===== src/rtl/divseq_pkg.sv =====
`default_nettype none
// ============================================================================
// Module   : divseq_pkg
// Purpose  : Shared types and constants for the divider request sequencer.
//            Holds the FSM state encoding, the queued request record and the
//            default latency / queue depth used by div_sequencer.
// Revision : 1.0 - initial release
// ============================================================================
package divseq_pkg;

   localparam int DATA_W          = 32;
   localparam int DEF_DIV_LATENCY = 34;
   localparam int DEF_FIFO_DEPTH  = 4;

   typedef enum logic [1:0] {
      S_IDLE  = 2'd0,
      S_START = 2'd1,
      S_WAIT  = 2'd2,
      S_HOLD  = 2'd3
   } state_t;

   // One queued request: dividend in the upper half, divisor in the lower.
   typedef struct packed {
      logic [DATA_W-1:0] a;
      logic [DATA_W-1:0] b;
   } req_t;

endpackage
`default_nettype wire


===== src/rtl/divseq_fifo.sv =====
`default_nettype none
// ============================================================================
// Module   : divseq_fifo
// Purpose  : Synchronous FIFO with registered pointers that carry one extra
//            wrap bit, so full and empty are told apart without a counter.
//            Read data is the current head (show-ahead).
// Ports    : clk, rst        - clock, synchronous active-high reset
//            i_push, i_wdata - write request / data (ignored while full)
//            i_pop           - remove head (ignored while empty)
//            o_rdata         - current head entry
//            o_full, o_empty - occupancy flags
// Revision : 1.0 - initial release
// ============================================================================
module divseq_fifo #(
   parameter int DEPTH = 4,
   parameter int WIDTH = 64
) (
   input  logic             clk,
   input  logic             rst,
   input  logic             i_push,
   input  logic [WIDTH-1:0] i_wdata,
   input  logic             i_pop,
   output logic [WIDTH-1:0] o_rdata,
   output logic             o_full,
   output logic             o_empty
);

   localparam int AW = $clog2(DEPTH);

   logic [AW:0]      r_wr_ptr;
   logic [AW:0]      r_rd_ptr;
   logic [WIDTH-1:0] r_mem [DEPTH];
   logic             w_do_push;
   logic             w_do_pop;

   // Same index with opposite wrap bit means the writer has lapped the reader.
   assign o_full  = (r_wr_ptr[AW] != r_rd_ptr[AW]) &&
                    (r_wr_ptr[AW-1:0] == r_rd_ptr[AW-1:0]);
   assign o_empty = (r_wr_ptr == r_rd_ptr);

   // A push while full is refused even if a pop happens on the same edge.
   assign w_do_push = i_push && !o_full;
   assign w_do_pop  = i_pop && !o_empty;

   assign o_rdata = r_mem[r_rd_ptr[AW-1:0]];

   always_ff @(posedge clk) begin
      if (rst) begin
         r_wr_ptr <= '0;
         r_rd_ptr <= '0;
      end else begin
         if (w_do_push) r_wr_ptr <= r_wr_ptr + 1'b1;
         if (w_do_pop)  r_rd_ptr <= r_rd_ptr + 1'b1;
      end
   end

   // Storage needs no reset: it is only read behind a valid pointer pair.
   always_ff @(posedge clk) begin
      if (w_do_push) r_mem[r_wr_ptr[AW-1:0]] <= i_wdata;
   end

endmodule
`default_nettype wire


===== src/rtl/div_sequencer.sv =====
`default_nettype none
// ============================================================================
// Module   : div_sequencer
// Purpose  : Queues divide requests and feeds them one at a time to an
//            external fixed-latency divider, then holds each result until
//            the consumer takes it.
// Ports    : clock, reset            - clock, synchronous active-high reset
//            in_valid/in_ready       - request handshake
//            in_a, in_b              - dividend, divisor
//            div_start, div_a, div_b - divider start pulse and operands
//            div_q, div_r            - divider quotient / remainder
//            res_valid/res_ready     - result handshake
//            res_q, res_r, res_dz    - result and zero-divisor flag
// Options  : DIVSEQ_ZERO_CHECK_EN - when defined, a zero divisor bypasses the
//            divider and returns q=all ones, r=dividend, res_dz=1.
// Revision : 1.0 - initial release
// ============================================================================
module div_sequencer
   import divseq_pkg::*;
#(
   parameter int FIFO_DEPTH  = DEF_FIFO_DEPTH,
   parameter int DIV_LATENCY = DEF_DIV_LATENCY
) (
   input  logic              clock,
   input  logic              reset,
   input  logic              in_valid,
   output logic              in_ready,
   input  logic [DATA_W-1:0] in_a,
   input  logic [DATA_W-1:0] in_b,
   output logic              div_start,
   output logic [DATA_W-1:0] div_a,
   output logic [DATA_W-1:0] div_b,
   input  logic [DATA_W-1:0] div_q,
   input  logic [DATA_W-1:0] div_r,
   output logic              res_valid,
   input  logic              res_ready,
   output logic [DATA_W-1:0] res_q,
   output logic [DATA_W-1:0] res_r,
   output logic              res_dz
);

   localparam int             CNT_W    = $clog2(DIV_LATENCY + 1);
   localparam logic [CNT_W-1:0] CNT_LAST = CNT_W'(DIV_LATENCY - 1);

   state_t              r_state;
   state_t              w_state_nxt;
   logic [CNT_W-1:0]    r_cnt;
   logic [CNT_W-1:0]    w_cnt_nxt;
   logic [DATA_W-1:0]   r_div_a,  w_div_a_nxt;
   logic [DATA_W-1:0]   r_div_b,  w_div_b_nxt;
   logic [DATA_W-1:0]   r_res_q,  w_res_q_nxt;
   logic [DATA_W-1:0]   r_res_r,  w_res_r_nxt;
   logic                r_res_dz, w_res_dz_nxt;

   logic                w_pop;
   logic                w_full;
   logic                w_empty;
   logic [2*DATA_W-1:0] w_head_raw;
   req_t                w_head;

   divseq_fifo #(
      .DEPTH (FIFO_DEPTH),
      .WIDTH (2*DATA_W)
   ) u_fifo (
      .clk     (clock),
      .rst     (reset),
      .i_push  (in_valid),
      .i_wdata ({in_a, in_b}),
      .i_pop   (w_pop),
      .o_rdata (w_head_raw),
      .o_full  (w_full),
      .o_empty (w_empty)
   );

   assign w_head = w_head_raw;

   always_ff @(posedge clock) begin
      if (reset) begin
         r_state  <= S_IDLE;
         r_cnt    <= '0;
         r_div_a  <= '0;
         r_div_b  <= '0;
         r_res_q  <= '0;
         r_res_r  <= '0;
         r_res_dz <= 1'b0;
      end else begin
         r_state  <= w_state_nxt;
         r_cnt    <= w_cnt_nxt;
         r_div_a  <= w_div_a_nxt;
         r_div_b  <= w_div_b_nxt;
         r_res_q  <= w_res_q_nxt;
         r_res_r  <= w_res_r_nxt;
         r_res_dz <= w_res_dz_nxt;
      end
   end

   always_comb begin
      w_state_nxt  = r_state;
      w_cnt_nxt    = r_cnt;
      w_div_a_nxt  = r_div_a;
      w_div_b_nxt  = r_div_b;
      w_res_q_nxt  = r_res_q;
      w_res_r_nxt  = r_res_r;
      w_res_dz_nxt = r_res_dz;
      w_pop        = 1'b0;

      unique case (r_state)
         S_IDLE: begin
            if (!w_empty) begin
               w_pop       = 1'b1;
               w_div_a_nxt = w_head.a;
               w_div_b_nxt = w_head.b;
`ifdef DIVSEQ_ZERO_CHECK_EN
               if (w_head.b == '0) begin
                  w_state_nxt  = S_HOLD;
                  w_res_q_nxt  = '1;
                  w_res_r_nxt  = w_head.a;
                  w_res_dz_nxt = 1'b1;
               end else begin
                  w_state_nxt  = S_START;
               end
`else
               w_state_nxt = S_START;
`endif
            end
         end

         // The START cycle itself is the first of the DIV_LATENCY cycles,
         // so WAIT begins counting at 1.
         S_START: begin
            w_state_nxt = S_WAIT;
            w_cnt_nxt   = CNT_W'(1);
         end

         S_WAIT: begin
            if (r_cnt == CNT_LAST) begin
               w_state_nxt  = S_HOLD;
               w_cnt_nxt    = '0;
               w_res_q_nxt  = div_q;
               w_res_r_nxt  = div_r;
               w_res_dz_nxt = 1'b0;
            end else begin
               w_cnt_nxt = r_cnt + 1'b1;
            end
         end

         S_HOLD: begin
            if (res_ready) w_state_nxt = S_IDLE;
         end

         default: begin
            w_state_nxt = S_IDLE;
         end
      endcase
   end

   assign in_ready  = !w_full;
   assign div_start = (r_state == S_START);
   assign div_a     = r_div_a;
   assign div_b     = r_div_b;
   assign res_valid = (r_state == S_HOLD);
   assign res_q     = r_res_q;
   assign res_r     = r_res_r;
   assign res_dz    = r_res_dz;

endmodule
`default_nettype wire


===== config.mk =====
export PLATFORM = sky130hd
export DESIGN_NAME = div_sequencer
export DESIGN_NICKNAME = d
export VERILOG_FILES = /design/src/rtl/divseq_pkg.sv /design/src/rtl/divseq_fifo.sv /design/src/rtl/div_sequencer.sv
export SDC_FILE = /design/constraint.sdc
export NUM_CORES = 1
export LEC_CHECK = 0
export BUFFER_PORTS_ARGS = -buffer_cell sky130_fd_sc_hd__buf_4
export CAP_MARGIN = 40
export CORE_MARGIN = 8
export CORE_UTILIZATION = 30
export DETAILED_ROUTE_END_ITERATION = 10
export GPL_ROUTABILITY_DRIVEN = 0
export PLACE_DENSITY = 0.56
export SYNTH_ARGS = -nofsm -noshare
export SYNTH_HDL_FRONTEND = slang
export SYNTH_SLANG_ARGS = --single-unit

===== constraint.sdc =====
create_clock -name clock -period 3.7 [get_ports clock]
set_input_delay 0.555 -clock clock [delete_from_list [all_inputs] [get_ports clock]]
set_output_delay 0.555 -clock clock [all_outputs]
set_load 0.005 [all_outputs]

==> Word level (Yosys, flattened, before mapping) <==
Memory sizes are Yosys's and may differ from the RTL's. A register that Yosys moved wholly into a read port is not among the register bits.
Index checks and enable logic that the tools add are counted.
{ "op_classes": {"addsub": 3, "eq_ne": 10, "mux": 10, "bitwise_logic": 1, "n_reduce_logical": 10} }
{ "ops": {"columns": ["operator", "n"], "rows": [
  ["$pmux 6 s2", 1],
  ["$pmux 2 s4", 1],
  ["$add 3x1->3 const B", 2],
  ["$add 6x1->6 const B", 1],
  ["$eq 6x6->1 const B", 1],
  ["$mux 2", 3],
  ["$mux 6", 1],
  ["$eq 2x2->1 const B", 2],
  ["$mux 1", 4],
  ["$ne 2x2->1 const B", 2],
  ["$reduce_and 2->1", 2],
  ["$eq 3x3->1", 1],
  ["$logic_and 1x1->1", 3],
  ["$reduce_and 3->1", 1],
  ["$eq 2x1->1 const B", 1],
  ["$eq 2x2->1", 1],
  ["$logic_not 1->1", 2],
  ["$logic_not 2->1", 1],
  ["$ne 2x1->1 const B", 1],
  ["$reduce_bool 2->1", 1],
  ["$ne 1x1->1", 1],
  ["$not 1->1", 1]
]} }
{ "word_totals": {"register_bits": 78, "ram_bits": 256, "out_inout_bits": 132, "memories": 1} }
{ "memory_table": {"columns": ["name", "words", "width", "read_ports", "rd_clocked_by_memory_dff", "wr", "line_no", "text"], "rows": [
  ["u_fifo.r_mem", 4, 64, 1, 1, 1, "divseq_fifo.sv:32", "logic [WIDTH-1:0] r_mem [DEPTH];"]
]} }

==> Logic depth before layout (Yosys ltp) <==
Gate-level depths: netlist of the first run.
{ "depth": {"word_depth": 6, "depth_mapped": 8, "depth_no_buf": 6} }

==> By module <==
From an unflattened synthesis of the first run, not the netlist that was laid out.
{ "unflattened": {"hier_cells": 1022, "hier_area_um2": 14727.9} }
{ "by_module_without_submodules": {"columns": ["module", "n_inst", "cells_each", "area_each_um2", "seq_area_each_um2"], "rows": [
  ["divseq_fifo", 1, 402, 9788.1, 7847.5],
  ["div_sequencer", 1, 620, 4939.7, 2722.6]
]} }

==> Least setup slack after synthesis of the first run <==
No wires, ideal clock.
{ "synth_path": {"path_type": "register to register", "start": "register u_fifo.r_wr_ptr[0]", "end": "memory u_fifo.r_mem[0][0], enable pin", "setup_ns": 0.429, "arrival_ns": 2.506, "setup_slack_ns": 0.765, "path_stages_with_launch": 4, "path_cell_list": "dfxtp_1 xor2_2 o31a_1 and2_1"} }
{ "synth_between": {"elab_chain_cells": 6} }
{ "synth_lines": {"columns": ["element", "line_no", "text"], "rows": [
  ["start, declared", "divseq_fifo.sv:30", "logic [AW:0] r_wr_ptr;"],
  ["start signal, assigned", "divseq_fifo.sv:52", "if (w_do_push) r_wr_ptr <= r_wr_ptr + 1'b1;"],
  ["$eq 2x2->1", "divseq_fifo.sv:38", "(r_wr_ptr[AW-1:0] == r_rd_ptr[AW-1:0]);"],
  ["$logic_and 1x1->1", "divseq_fifo.sv:37", "assign o_full = (r_wr_ptr[AW] != r_rd_ptr[AW]) &&"],
  ["$logic_not 1->1", "divseq_fifo.sv:42", "assign w_do_push = i_push && !o_full;"],
  ["$logic_and 1x1->1", "divseq_fifo.sv:42", null],
  ["$mux 1", "divseq_fifo.sv:59", "if (w_do_push) r_mem[r_wr_ptr[AW-1:0]] <= i_wdata;"],
  ["$mux 1 (implied by the code)", "divseq_fifo.sv:59", null],
  ["end, declared", "divseq_fifo.sv:32", null]
]} }
Several ways; a longest one is shown, not always the timed one.

==> Worst setup path after layout of the first run <==
{ "layout_path": {"start": "register u_fifo.r_rd_ptr[0]", "end": "memory u_fifo.r_mem[3][39], enable pin"} }
{ "layout_between": {"elab_chain_cells": 6} }
{ "layout_lines": {"columns": ["element", "line_no", "text"], "rows": [
  ["start, declared", "divseq_fifo.sv:31", "logic [AW:0] r_rd_ptr;"],
  ["start signal, assigned", "divseq_fifo.sv:53", "if (w_do_pop) r_rd_ptr <= r_rd_ptr + 1'b1;"],
  ["$eq 2x2->1", "divseq_fifo.sv:38", null],
  ["$logic_and 1x1->1", "divseq_fifo.sv:37", null],
  ["$logic_not 1->1", "divseq_fifo.sv:42", null],
  ["$logic_and 1x1->1", "divseq_fifo.sv:42", null],
  ["$mux 1", "divseq_fifo.sv:59", null],
  ["$mux 1 (implied by the code)", "divseq_fifo.sv:59", null]
]} }
No other way between the ends.

==> results by group, run 1 <==
Worst setup path
  – Kind of critical path: reg2reg
  – RR Startpoint: u_fifo.r_rd_ptr[0]$_SDFFE_PP0P_
  – Crit path cell chain: xor2_2, o311ai_1, clkinv_2, buf_12
  – Max stage delay on crit path: 590 ps
  – Setup crit end kind: flop
  – Maximum fanout along the worst path: 41
  – Setup crit start: u_fifo.r_rd_ptr[0]$_SDFFE_PP0P_
  – WP data required: 4000 ps
  – CP top delay family: buffers and inverters
  – Critical path arrival: 2840 ps
  – Slowest CP cell: dfxtp_4
  – CP bufs+invs: 2
  – CP Launch Type: flop

Clocking
  – Setup repair bufs after CTS: 0
  – Clock transition at path regs: approximately 60 ps
  – Clock root cell: clkbuf_16
  – TritonCTS Buffers: 46
  – TritonCTS clock tree: done
  – CTS Hold Bufs: 0
  – CTS sink cnt: 398
  – Post-cts sizing count: 0
  – Max clock buf depth: 3
  – CTS H-tree depth: 2
  – Clk_lat worst skew: 590 ps

GRT
  – GR Util met3: 0.04734
  – Layer with the highest usage: met2
  – GR Overflow Total: 0
  – Met2 usage: 0.2056
  – GRT Util Overall: 0.1276
  – Initial antenna violation count: 5
  – Largest net degree at the start of global routing: just over 60
  – Vias in the first global route: 9,278
  – First-pass GRT wire length: 55.83 mm
  – M1 GR Usage: 0.1617

Final layout
  – Layout cells sized above 1: 0.3416
  – Final nets: ~1,400
  – Non-Filler Cell Area, Final: 0.01877 mm2
  – FILL cells: about 4,500
  – P&R area growth vs syn: 28.83%

Floorplanning
  – Die area: 0.05587 mm2
  – # rows: 80
  – Die W: 236.4 um
  – I/O pins: 264
  – Chip Height: 236.4 um
  – Core footprint: 0.04785 mm2
  – Initial core utilization: 0.3045

Synthesis
  – Xor/xnor share of the synthesized area: 0.008159
  – Yosys top cell area share: 0.5277
  – Syn Inst Count: 985
  – Post-synth EDFFs: between 200 and 300
  – Synth Warn #: 0
  – Sequential area share after synthesis: 0.7228
  – Post-synthesis mux area share: 0.1003
  – Post-Syn Nets: 1,128
  – Largest family of logic cells by synthesized area: multiplexers
  – Most frequent cells after synthesis: edfxtp_1 (256), nand2_1 (252), dfxtp_1 (142)
  – Mapped Area: about 0.015 mm2
  – Mean Syn Cell Area: 14.79 um2
  – Top-count cell post-synth: edfxtp_1
  – #FFs+latches synth: 398
  – Cell taking the most area after synthesis: edfxtp_1
  – Post-synthesis adder-cell area fraction: 0.009447
  – Top post-synthesis cells by area: edfxtp_1 (53%), dfxtp_1 (20%), mux4_2 (9.9%)
  – Top FF cell, synth: edfxtp_1
  – Simple-Gate Fraction of Synth Area: 0.07961
  – Synth async-reset ratio: 0
  – Compound-Gate Fraction of Synth Area: 0.05445
  – Synth cell types: 40

Routing
  – Post-DR vias/cell: about 4.6
  – Drt first pass iters: 7
  – Antenna Nets Post-Route: 0
  – Number of DRC markers in iteration 0: 442
  – DRC: 0
  – Vias: 8,805
  – WL per Instance: 19.22 um
  – Wirelength, routed: 36.68 mm

Power and ir drop
  – P_leak: 6.637 nW
  – Worst IR Drop VDD: approximately 0.4 mV
  – Pwr Density: about 670 mW/mm2
  – Overall Power: 12.66 mW

STA
  – Fin Clk Skew: 24.37 ps
  – Fmax: 0.3945 GHz
  – Measured slew at the worst slew-check pin: slightly above 700 ps
  – RSZ-0062 raised after global routing: no
  – Max-slew violation total from the final report: 0
  – Fin. Hold Viols: 0
  – Post-route setup TNS: 0 ps
  – Tmin final: 2535 ps
  – Relative slew slack: 0.5264
  – Final setup viols: 0
  – Period utilisation layout: 0.6851

Worst hold path
  – Min-delay src: in_b[18]
  – Hold WC Path Type: in2reg

Placement
  – Dpl hpwl: 22.94 mm
  – Dpl cell area: 0.01730 mm2
  – IO Port Bufs: 262

Job
  – MaxCap Viol Count: 0

Status
  – Status: completed
[area by class of cell]
class                           count  area (um2)  share of cell area
Antenna cell                        2       5.005           0.0002666
Clock buffer                       72        1304             0.06946
Inverter                            8       31.28            0.001667
Timing Repair Buffer              280        2262              0.1205
Clock inverter                     12       163.9            0.008733
Tap cell                          615       769.5             0.04100
Sequential cell                   398       10540              0.5614
Multi-Input combinational cell    521        3696              0.1969
[cells by family (layout without fill, tap and decap cells)]
kind of cell               count (synthesis)  after routing
DFF                                      398            398
other                                      1              3
muxes                                     66             66
buffers and inverters                     66            372
AOI/OAI and AO/OA                        142            142
xor gates and xnor gates                  11             11
adders and majority gates                 11             11
and+or+nand+nor                          290            290
[worst paths after layout]
kind | to | slack, ps | depth (start not counted)
min reg2reg | div_a[20]$_SDFFE_PP0P_ | 450 | 2
max reg2reg | u_fifo.r_mem[3][39]$_DFFE_PP_ | 1170 | 4
max | u_fifo.r_mem[3][39]$_DFFE_PP_ | 1170 | 4
min | u_fifo.r_mem[1][18]$_DFFE_PP_ | 170 | 1
[report_power, final]
group | total (mW) | internal, mW | switching (mW)
clock | 4.38 | 2.58 | 1.81
sequential | 5.56 | 5.24 | 0.317
combinational | 2.72 | 1.29 | 1.43
[sequential cells by signal (all words and copies together), names as in the netlist]
register and flops:
u_fifo.r_mem 256, div_a 32, div_b 32, res_q 32
res_r 32, r_cnt 6, u_fifo.r_rd_ptr 3, u_fifo.r_wr_ptr 3
r_state 2
[layer usage]
metal / part of all wire / wire (um)
met2: 0.46 / 16900
met4: 0.016 / 597
met5: 0.00098 / 36
met3: 0.078 / 2874
met1: 0.44 / 16270
[per-stage QoR]
stage	hold slack (ps)	util	std cells	setup WS (ps)
floorplan	452.7	-	985	764.6
global placement	442.4	0.3585	1816	1110
detailed placement	447.6	0.3615	1822	1091
CTS	126.2	0.3922	1906	1067
global route	130.9	0.3922	1906	873.4
finish	170.2	0.3923	1908	1165
[layout by cell type, fill, tap and decap left out, types with 2 or more instances in the layout]
| cell | count |
|---|---|
| buf_12 | 8 |
| ha_1 | 11 |
| clkinv_8 | 2 |
| edfxtp_1 | 256 |
| xor2_1 | 4 |
| and2_4 | 3 |
| clkinvlp_4 | 3 |
| mux4_2 | 64 |
| diode_2 | 2 |
| nor2_1 | 11 |
| clkinv_2 | 4 |
| mux2i_1 | 2 |
| buf_16 | 3 |
| nand4_1 | 2 |
| nand2_2 | 10 |
| bufinv_16 | 2 |
| a21oi_1 | 122 |
| xnor2_1 | 4 |
| nor2b_1 | 2 |
| dfxtp_1 | 140 |
| a21oi_2 | 10 |
| dfxtp_4 | 2 |
| xor2_2 | 3 |
| buf_4 | 269 |
| nand2b_1 | 2 |
| nor3_1 | 2 |
| or3_1 | 2 |
| clkbuf_8 | 3 |
| clkbuf_16 | 47 |
| nand2_1 | 252 |
| inv_1 | 7 |
| clkbuf_1 | 21 |
Note: power is estimated with default switching activity, not from simulation.
==> run 2: changes to the inputs <==
--- a/config.mk
+++ b/config.mk
@@ -5,13 +5,14 @@
 export SDC_FILE = /design/constraint.sdc
 export NUM_CORES = 1
 export LEC_CHECK = 0
+export ABC_AREA = 1
 export BUFFER_PORTS_ARGS = -buffer_cell sky130_fd_sc_hd__buf_4
 export CAP_MARGIN = 40
 export CORE_MARGIN = 8
 export CORE_UTILIZATION = 30
 export DETAILED_ROUTE_END_ITERATION = 10
 export GPL_ROUTABILITY_DRIVEN = 0
-export PLACE_DENSITY = 0.56
+export PLACE_DENSITY = 0.58
 export SYNTH_ARGS = -nofsm -noshare
 export SYNTH_HDL_FRONTEND = slang
 export SYNTH_SLANG_ARGS = --single-unit
==> constraint.sdc (replaced) <==
create_clock -name clock -period 2.3 [get_ports clock]
set_input_delay 0.345 -clock clock [delete_from_list [all_inputs] [get_ports clock]]
set_output_delay 0.345 -clock clock [all_outputs]
set_load 0.005 [all_outputs]
==> run 2 against run 1 <==
Effect of this change: via count up 21%; area after synthesis up 2.7%; flip-flop and latch count unchanged; critical path depth down 1; design area up 6.2%; routed wire length up 6.0%; critical endpoint is now in_ready; largest cell class unchanged.
==> results by group, run 2 <==
Status
  – Status: completed

GRT
  – Initial antenna violation count: 6 (+1)
  – Vias in the first global route: 10,681 (+15%)
  – Largest net degree at the start of global routing: 103 (+66%)
  – GRT Util Overall: 0.1325 (+0.004847)
  – GR Overflow Total: 0 (unchanged)
  – First-pass GRT wire length: 59.95 mm (+7.4%)

STA
  – Post-route setup TNS: 0 ps (unchanged)
  – Period utilisation layout: 0.8449
  – Fin Clk Skew: 16.22 ps (-8.152 ps)
  – Max-slew violation total from the final report: 0 (unchanged)
  – Tmin final: 1943 ps
  – Fmax: about 0.51 GHz
  – Final setup viols: 0 (unchanged)
  – Final WS setup: 356.7 ps (-808.4 ps)
  – RSZ-0062 raised after global routing: no
  – Fin. Hold Viols: 0 (unchanged)

Clocking
  – Post-cts sizing count: 0 (unchanged)
  – Max clock buf depth: 3 (unchanged)
  – TritonCTS clock tree: done
  – Clk_lat worst skew: 570 ps (-20 ps)
  – CTS H-tree depth: 2 (unchanged)
  – Clock root cell: clkbuf_16
  – TritonCTS Buffers: 44 (-4.3%)
  – CTS Hold Bufs: 65 (+65)
  – CTS sink cnt: 398 (unchanged)
  – Setup repair bufs after CTS: 0 (unchanged)
  – Clock transition at path regs: 60 ps (about the same)

Synthesis
  – Yosys top cell area share: 0.5140 (-0.01364)
  – Post-synthesis mux area share: 0 (-0.1003)
  – Compound-Gate Fraction of Synth Area: 0.1328 (+0.07832)
  – Sequential area share after synthesis: 0.7041 (-0.01868)
  – Cell taking the most area after synthesis: edfxtp_1
  – Simple-Gate Fraction of Synth Area: 0.09571 (+0.01610)
  – Most frequent cells after synthesis: nor2_1 (343), edfxtp_1 (256), o21ai_0 (254)
  – #FFs+latches synth: 398 (unchanged)
  – Post-synthesis adder-cell area fraction: 0.009203 (-0.0002442)
  – Top-count cell post-synth: nor2_1
  – Post-synth EDFFs: 256 (unchanged)
  – Synth Warn #: 0 (unchanged)
  – Syn Inst Count: 1,356 (+38%)
  – Synth cell types: 30 (-25%)
  – Xor/xnor share of the synthesized area: 0.004601 (-0.003557)
  – Mean Syn Cell Area: 11.03 um2 (-25%)
  – Top FF cell, synth: edfxtp_1
  – Largest family of logic cells by synthesized area: compound AO/OA/AOI/OAI gates
  – Synth async-reset ratio: 0 (unchanged)
  – Mapped Area: 0.01496 mm2 (+2.7%)
  – Post-Syn Nets: 1,499 (+33%)
  – Top post-synthesis cells by area: edfxtp_1 (51%), dfxtp_1 (19%), nor2_1 (8.6%)

Routing
  – WL per Instance: 16.33 um (-15%)
  – Post-DR vias/cell: 4.465 (-3.2%)
  – Antenna Nets Post-Route: 0 (unchanged)
  – Drt first pass iters: 5 (-2)
  – DRC: 0 (unchanged)
  – Vias: 10,632 (+21%)
  – Wirelength, routed: 38.89 mm (+6.0%)
  – Number of DRC markers in iteration 0: 548 (+24%)

Final layout
  – Post-layout util: 0.4013 (+0.008994)
  – Max reg flops: 256 (unchanged)
  – Post-Layout Cell Count: 2,381 (+25%)
  – Most common cell after layout, fill and taps aside: nor2_1
  – Layout cells sized above 1: 0.2205 (-0.1211)
  – Final nets: 1,812 (+30%)
  – Most frequent cells in the layout: nor2_1 (339), buf_4 (276), edfxtp_1 (256)
  – P&R area growth vs syn: 33.24%

Floorplanning
  – Core footprint: 0.04966 mm2 (+3.8%)
  – I/O pins: 264 (unchanged)
  – Die area: 0.05725 mm2 (+2.5%)
  – Chip Height: 239.3 um (+1.2%)
  – Initial core utilization: 0.3012 (-0.003324)
  – # rows: 82 (+2.5%)
  – Die W: 239.3 um (+1.2%)

Worst setup path
  – RR Startpoint: u_fifo.r_wr_ptr[1]$_SDFFE_PP0N_
  – Worst r2r path cells: 7 (+3)
  – Critical path arrival: 1600 ps (-1240 ps)
  – Maximum fanout along the worst path: 5 (-88%)
  – Worst reg2reg path endpoint: u_fifo.r_mem[0][10]$_DFFE_PP_
  – Kind of critical path: reg2out
  – WP data required: 1960 ps (-2040 ps)
  – Reg2reg setup slack: 420 ps (-750 ps)
  – CP Launch Type: flop
  – Setup crit end kind: output port

Power and ir drop
  – Pwr Density: 1143 mW/mm2 (+69%)
  – Worst IR Drop VDD: 0.5463 mV (+37%)
  – Overall Power: 22.78 mW (+80%)
  – P_leak: 7.470 nW (+13%)

Placement
  – Cells after DPL: 2,230 (+22%)
  – Place WS: 422.6 ps (-668.8 ps)
  – Dpl hpwl: 24.70 mm (+7.7%)
  – IO Port Bufs: 262 (unchanged)

Worst hold path
  – Worst hold path depth: 3 (+2)
  – Min-delay src: div_q[9]
  – Hold WC Path Type: in2reg
  – Hold Path End: res_q[9]$_SDFFE_PP0P_

Job
  – MaxCap Viol Count: 0 (unchanged)
## run 2: kinds of logic after synthesis
group | Yosys count
flip-flops | 398
AO/OA/AOI/OAI | 396
AND/OR/NAND/NOR | 373
buffers and inverters | 170
adder cells (fa/ha/maj) | 11
XOR/XNOR | 7
other | 1
## run 2: worst max-delay path by stage
stage,startpoint,depth (start not counted),to
final,u_fifo.r_wr_ptr[0]$_SDFFE_PP0N_,3,in_ready
after global routing,u_fifo.r_rd_ptr[2]$_SDFFE_PP0P_,6,in_ready
after CTS,u_fifo.r_wr_ptr[0]$_SDFFE_PP0N_,3,in_ready
after detailed placement,u_fifo.r_wr_ptr[1]$_SDFFE_PP0N_,7,u_fifo.r_mem[0][16]$_DFFE_PP_
after global placement,u_fifo.r_wr_ptr[1]$_SDFFE_PP0N_,7,u_fifo.r_mem[0][16]$_DFFE_PP_
after floorplan,u_fifo.r_wr_ptr[1]$_SDFFE_PP0N_,6,u_fifo.r_mem[0][0]$_DFFE_PP_
## run 2: area by class of cell
class,instances,area (um2)
antenna,4,10.01
clock buffer,57,1275
clock inverter,25,330.3
fill,4756,29730
inverter,85,325.3
multi-input combinational,788,3665
sequential,398,10540
tap,672,840.8
timing repair buffer,352,2943
## run 2: critical path: stages, from the launching register on
cell and delay [ps]:
dfxtp_1 450, xnor2_2 170, nand3_1 200, buf_4 220
## run 2: power by group
| group | leakage (nW) | switching, mW | internal [mW] |
|---|---|---|---|
| logic | 3.17 | 3.86 | 2.41 |
| registers | 3.51 | 0.425 | 8.51 |
| clock network | 0.786 | 2.93 | 4.64 |
| total | 7.47 | 7.21 | 15.6 |
## run 2: metrics by stage
step | instance area (um2) | hold WS (ps)
after detailed placement | 17660 | 437.1
after CTS | 19920 | 23.09
after global placement | 17660 | 431.7
after floorplan | 14990 | 414.1
final | 19930 | 70.30
after global routing | 19920 | 46.05
## run 2: per-layer routing
metal  vias to the layer above  global-route usage  part of all wire
met5                         -                   0           0.00095
met4                         6             0.04568             0.025
met3                        65             0.04049             0.081
met2                       318              0.2194              0.46
met1                      4966              0.1628              0.43
li1                       5277                   -                 -
==> run 3: changes to the inputs <==
--- a/config.mk
+++ b/config.mk
@@ -5,7 +5,7 @@
 export SDC_FILE = /design/constraint.sdc
 export NUM_CORES = 1
 export LEC_CHECK = 0
-export ABC_AREA = 1
+export ABC_AREA = 0
 export BUFFER_PORTS_ARGS = -buffer_cell sky130_fd_sc_hd__buf_4
 export CAP_MARGIN = 40
 export CORE_MARGIN = 8
==> constraint.sdc (replaced) <==
create_clock -name clock -period 1.67 [get_ports clock]
set_input_delay 0.2505 -clock clock [delete_from_list [all_inputs] [get_ports clock]]
set_output_delay 0.2505 -clock clock [all_outputs]
set_load 0.005 [all_outputs]
==> run 3 against run 2 <==
Effect of this change: the run now ends with negative setup slack left; critical endpoint unchanged; flip-flop and latch count stayed put; first-iteration DRC count is 4.9% higher; cell count is 10% lower; power is 39% higher; clock power is 27% higher; highest routed layer unchanged.
==> results by group, run 3 (synthesis results as in run 1) <==
Worst setup path
  – Kind of critical path: reg2out
  – Worst r2r path cells: 7 (unchanged)
  – Setup crit end kind: output port
  – WP data required: 1420 ps (-540 ps)
  – CP Launch Type: flop
  – Maximum fanout along the worst path: 5 (unchanged)
  – Critical path arrival: 1780 ps (+180 ps)

GRT
  – First-pass GRT wire length: 59.16 mm (-1.3%)
  – Vias in the first global route: 9,966 (-6.7%)
  – M1 GR Usage: 0.1730 (+0.01020)
  – GR Overflow Total: 0 (unchanged)
  – Largest net degree at the start of global routing: 67 (-35%)
  – Layer with the highest usage: met2
  – Initial antenna violation count: 4 (-2)
  – Met2 usage: 0.2177 (-0.001652)
  – GRT Util Overall: 0.1346 (+0.002072)
  – GR Util met3: 0.03929 (-0.001201)

STA
  – Final WS setup: -364.1 ps (-720.9 ps)
  – RSZ-0062 raised after global routing: yes
  – Fin. Hold Viols: 0 (unchanged)
  – Period utilisation layout: 1.218
  – Post-route setup TNS: -38,040 ps (-38,040 ps)
  – Fin Hold WS: 34.90 ps (-35.40 ps)
  – Final setup viols: 312 (+312)
  – Tmin final: 2034 ps
  – Fmax: 0.4916 GHz
  – Max-slew violation total from the final report: 0 (unchanged)
  – Fin Clk Skew: 30.26 ps (+14.04 ps)

Floorplanning
  – # rows: 80 (-2.4%)
  – Chip Height: 236.4 um (-1.2%)
  – Die area: 0.05587 mm2 (-2.4%)
  – I/O pins: 264 (unchanged)
  – Core footprint: 0.04785 mm2 (-3.6%)
  – Die W: 236.4 um (-1.2%)
  – Initial core utilization: 0.3045 (+0.003324)

Power and ir drop
  – Pwr Density: 1430 mW/mm2 (+25%)
  – Reg power frac: 0.386 (-0.006)
  – Worst IR Drop VDD: 0.8247 mV (+51%)
  – P_leak: 8.090 nW (+8.3%)
  – P_int: 22.51 mW (+45%)
  – P_sw: 9.223 mW (+28%)
  – Switching part of the total: 0.2906 (-0.02606)
  – Combinational share of power: 0.311 (+0.036)
  – Clock network power share: 0.302 (-0.030)

Routing
  – Drt first pass iters: 5 (unchanged)
  – Post-DR vias/cell: 4.613 (+3.3%)
  – DRC: 0 (unchanged)
  – Vias: 9,830 (-7.5%)
  – Number of DRC markers in iteration 0: 575 (+4.9%)
  – Antenna Nets Post-Route: 0 (unchanged)
  – WL per Instance: 20.41 um (+25%)
  – Wirelength, routed: 43.50 mm (+12%)

Clocking
  – Clock transition at path regs: 60 ps (about the same)
  – TritonCTS Buffers: 43 (-2.3%)
  – Clock root cell: clkbuf_16
  – Max clock buf depth: 3 (unchanged)
  – Clk_lat worst skew: 570 ps (about the same)
  – CTS sink cnt: 398 (unchanged)
  – TritonCTS clock tree: done
  – CTS H-tree depth: 2 (unchanged)

Placement
  – IO Port Bufs: 262 (unchanged)
  – Dpl hpwl: 24.02 mm (-2.7%)
  – Dpl cell area: 0.01777 mm2 (+0.60%)

Job
  – MaxCap Viol Count: 0 (unchanged)

Status
  – Status: finished, violations left
  – Failing checks: negative setup slack

Final layout
  – Most frequent cells in the layout: buf_4 (280), edfxtp_1 (256), nand2_1 (218)
  – P&R area growth vs syn: 52.32%
  – Most common cell after layout, fill and taps aside: buf_4
  – Max reg flops: 256 (unchanged)
  – Final nets: 1,621 (-11%)
  – Layout cells sized above 1: 0.4085 (+0.1879)
  – Post-layout util: 0.4638 (+0.06253)
  – Non-Filler Cell Area, Final: 0.02219 mm2 (+11%)

Worst hold path
  – Hold WC Path Type: in2reg
  – Worst hold path depth: 3 (unchanged)
run 3: cell types whose count changed in the layout (fill, tap and decap cells not counted), sizes merged, moves of 6 or more:
cell | before | now
dlygate4sd3 | 65 | 126
clkbuf | 57 | 86
a21oi | 69 | 132
nor2 | 343 | 11
o21ai | 325 | 1
inv | 89 | 9
nand2 | 18 | 262
nand3 | 7 | 1
mux4 | 0 | 64
buf | 287 | 355
run 3: cell type report:
cell class / instances / area [um2]
antenna: 3 / 7.507
clock buffer: 62 / 1241
clock inverter: 18 / 198.9
fill: 4123 / 25650
inverter: 8 / 33.78
multi-input combinational: 522 / 4004
sequential: 398 / 10550
tap: 615 / 769.5
timing repair buffer: 505 / 5389
run 3: stage by stage:
step / setup WS (ps) / power (mW) / std cells
2_1_floorplan: -598.3 / 16.04 / 985
3_5_place_dp: -2.834 / 19.38 / 1850
4_1_cts: -378.3 / 29.55 / 2078
3_3_place_gp: 37.89 / 19.30 / 1850
5_1_grt: -387.7 / 33.11 / 2130
6_report: -364.1 / 31.73 / 2131
run 3: routing by layer:
metal | wire length, um | vias up
met5 | 25 | -
met4 | 718 | 4
met3 | 2822 | 47
met2 | 20850 | 307
met1 | 19080 | 4897
li1 | - | 4575
run 3: what timing repair did:
item                                   in CTS  in global routing
hold buffers                              126                  0
setup endpoints to repair                  49                378
gates cloned                               10                 34
buffers inserted                           12                 21
endpoints found under the hold margin     318                  0
gates resized for setup                    22                112
pin swaps                                  14                 62
run 3: path summary, 6_finish.rpt:
kind,slack (ps),startpoint,to
worst max-delay path,-360,u_fifo.r_wr_ptr[1]$_SDFFE_PP0N_,in_ready
worst min-delay path,30,div_q[11],res_q[11]$_SDFFE_PP0P_
worst min register to register,450,res_r[14]$_SDFFE_PP0P_,res_r[14]$_SDFFE_PP0P_
worst max register to register,-250,u_fifo.r_rd_ptr[2]$_SDFFE_PP0P_,u_fifo.r_mem[3][3]$_DFFE_PP_
run 3: power by group through the flow:
stage               sequential, mW  clock [mW]  combinational (mW)
floorplan                     12.3           0                3.74
global placement              12.4           0                6.92
detailed placement            12.4           0                6.98
CTS                           12.2        9.88                7.47
global route                  12.4        10.2                10.5
finish                        12.3        9.59                9.88
run 3: critical path, stage by stage, from the launching register on:
cell,delay [ps]
dfxtp_4,360
xor2_4,190
buf_12,140
or3_4,380
buf_6,140
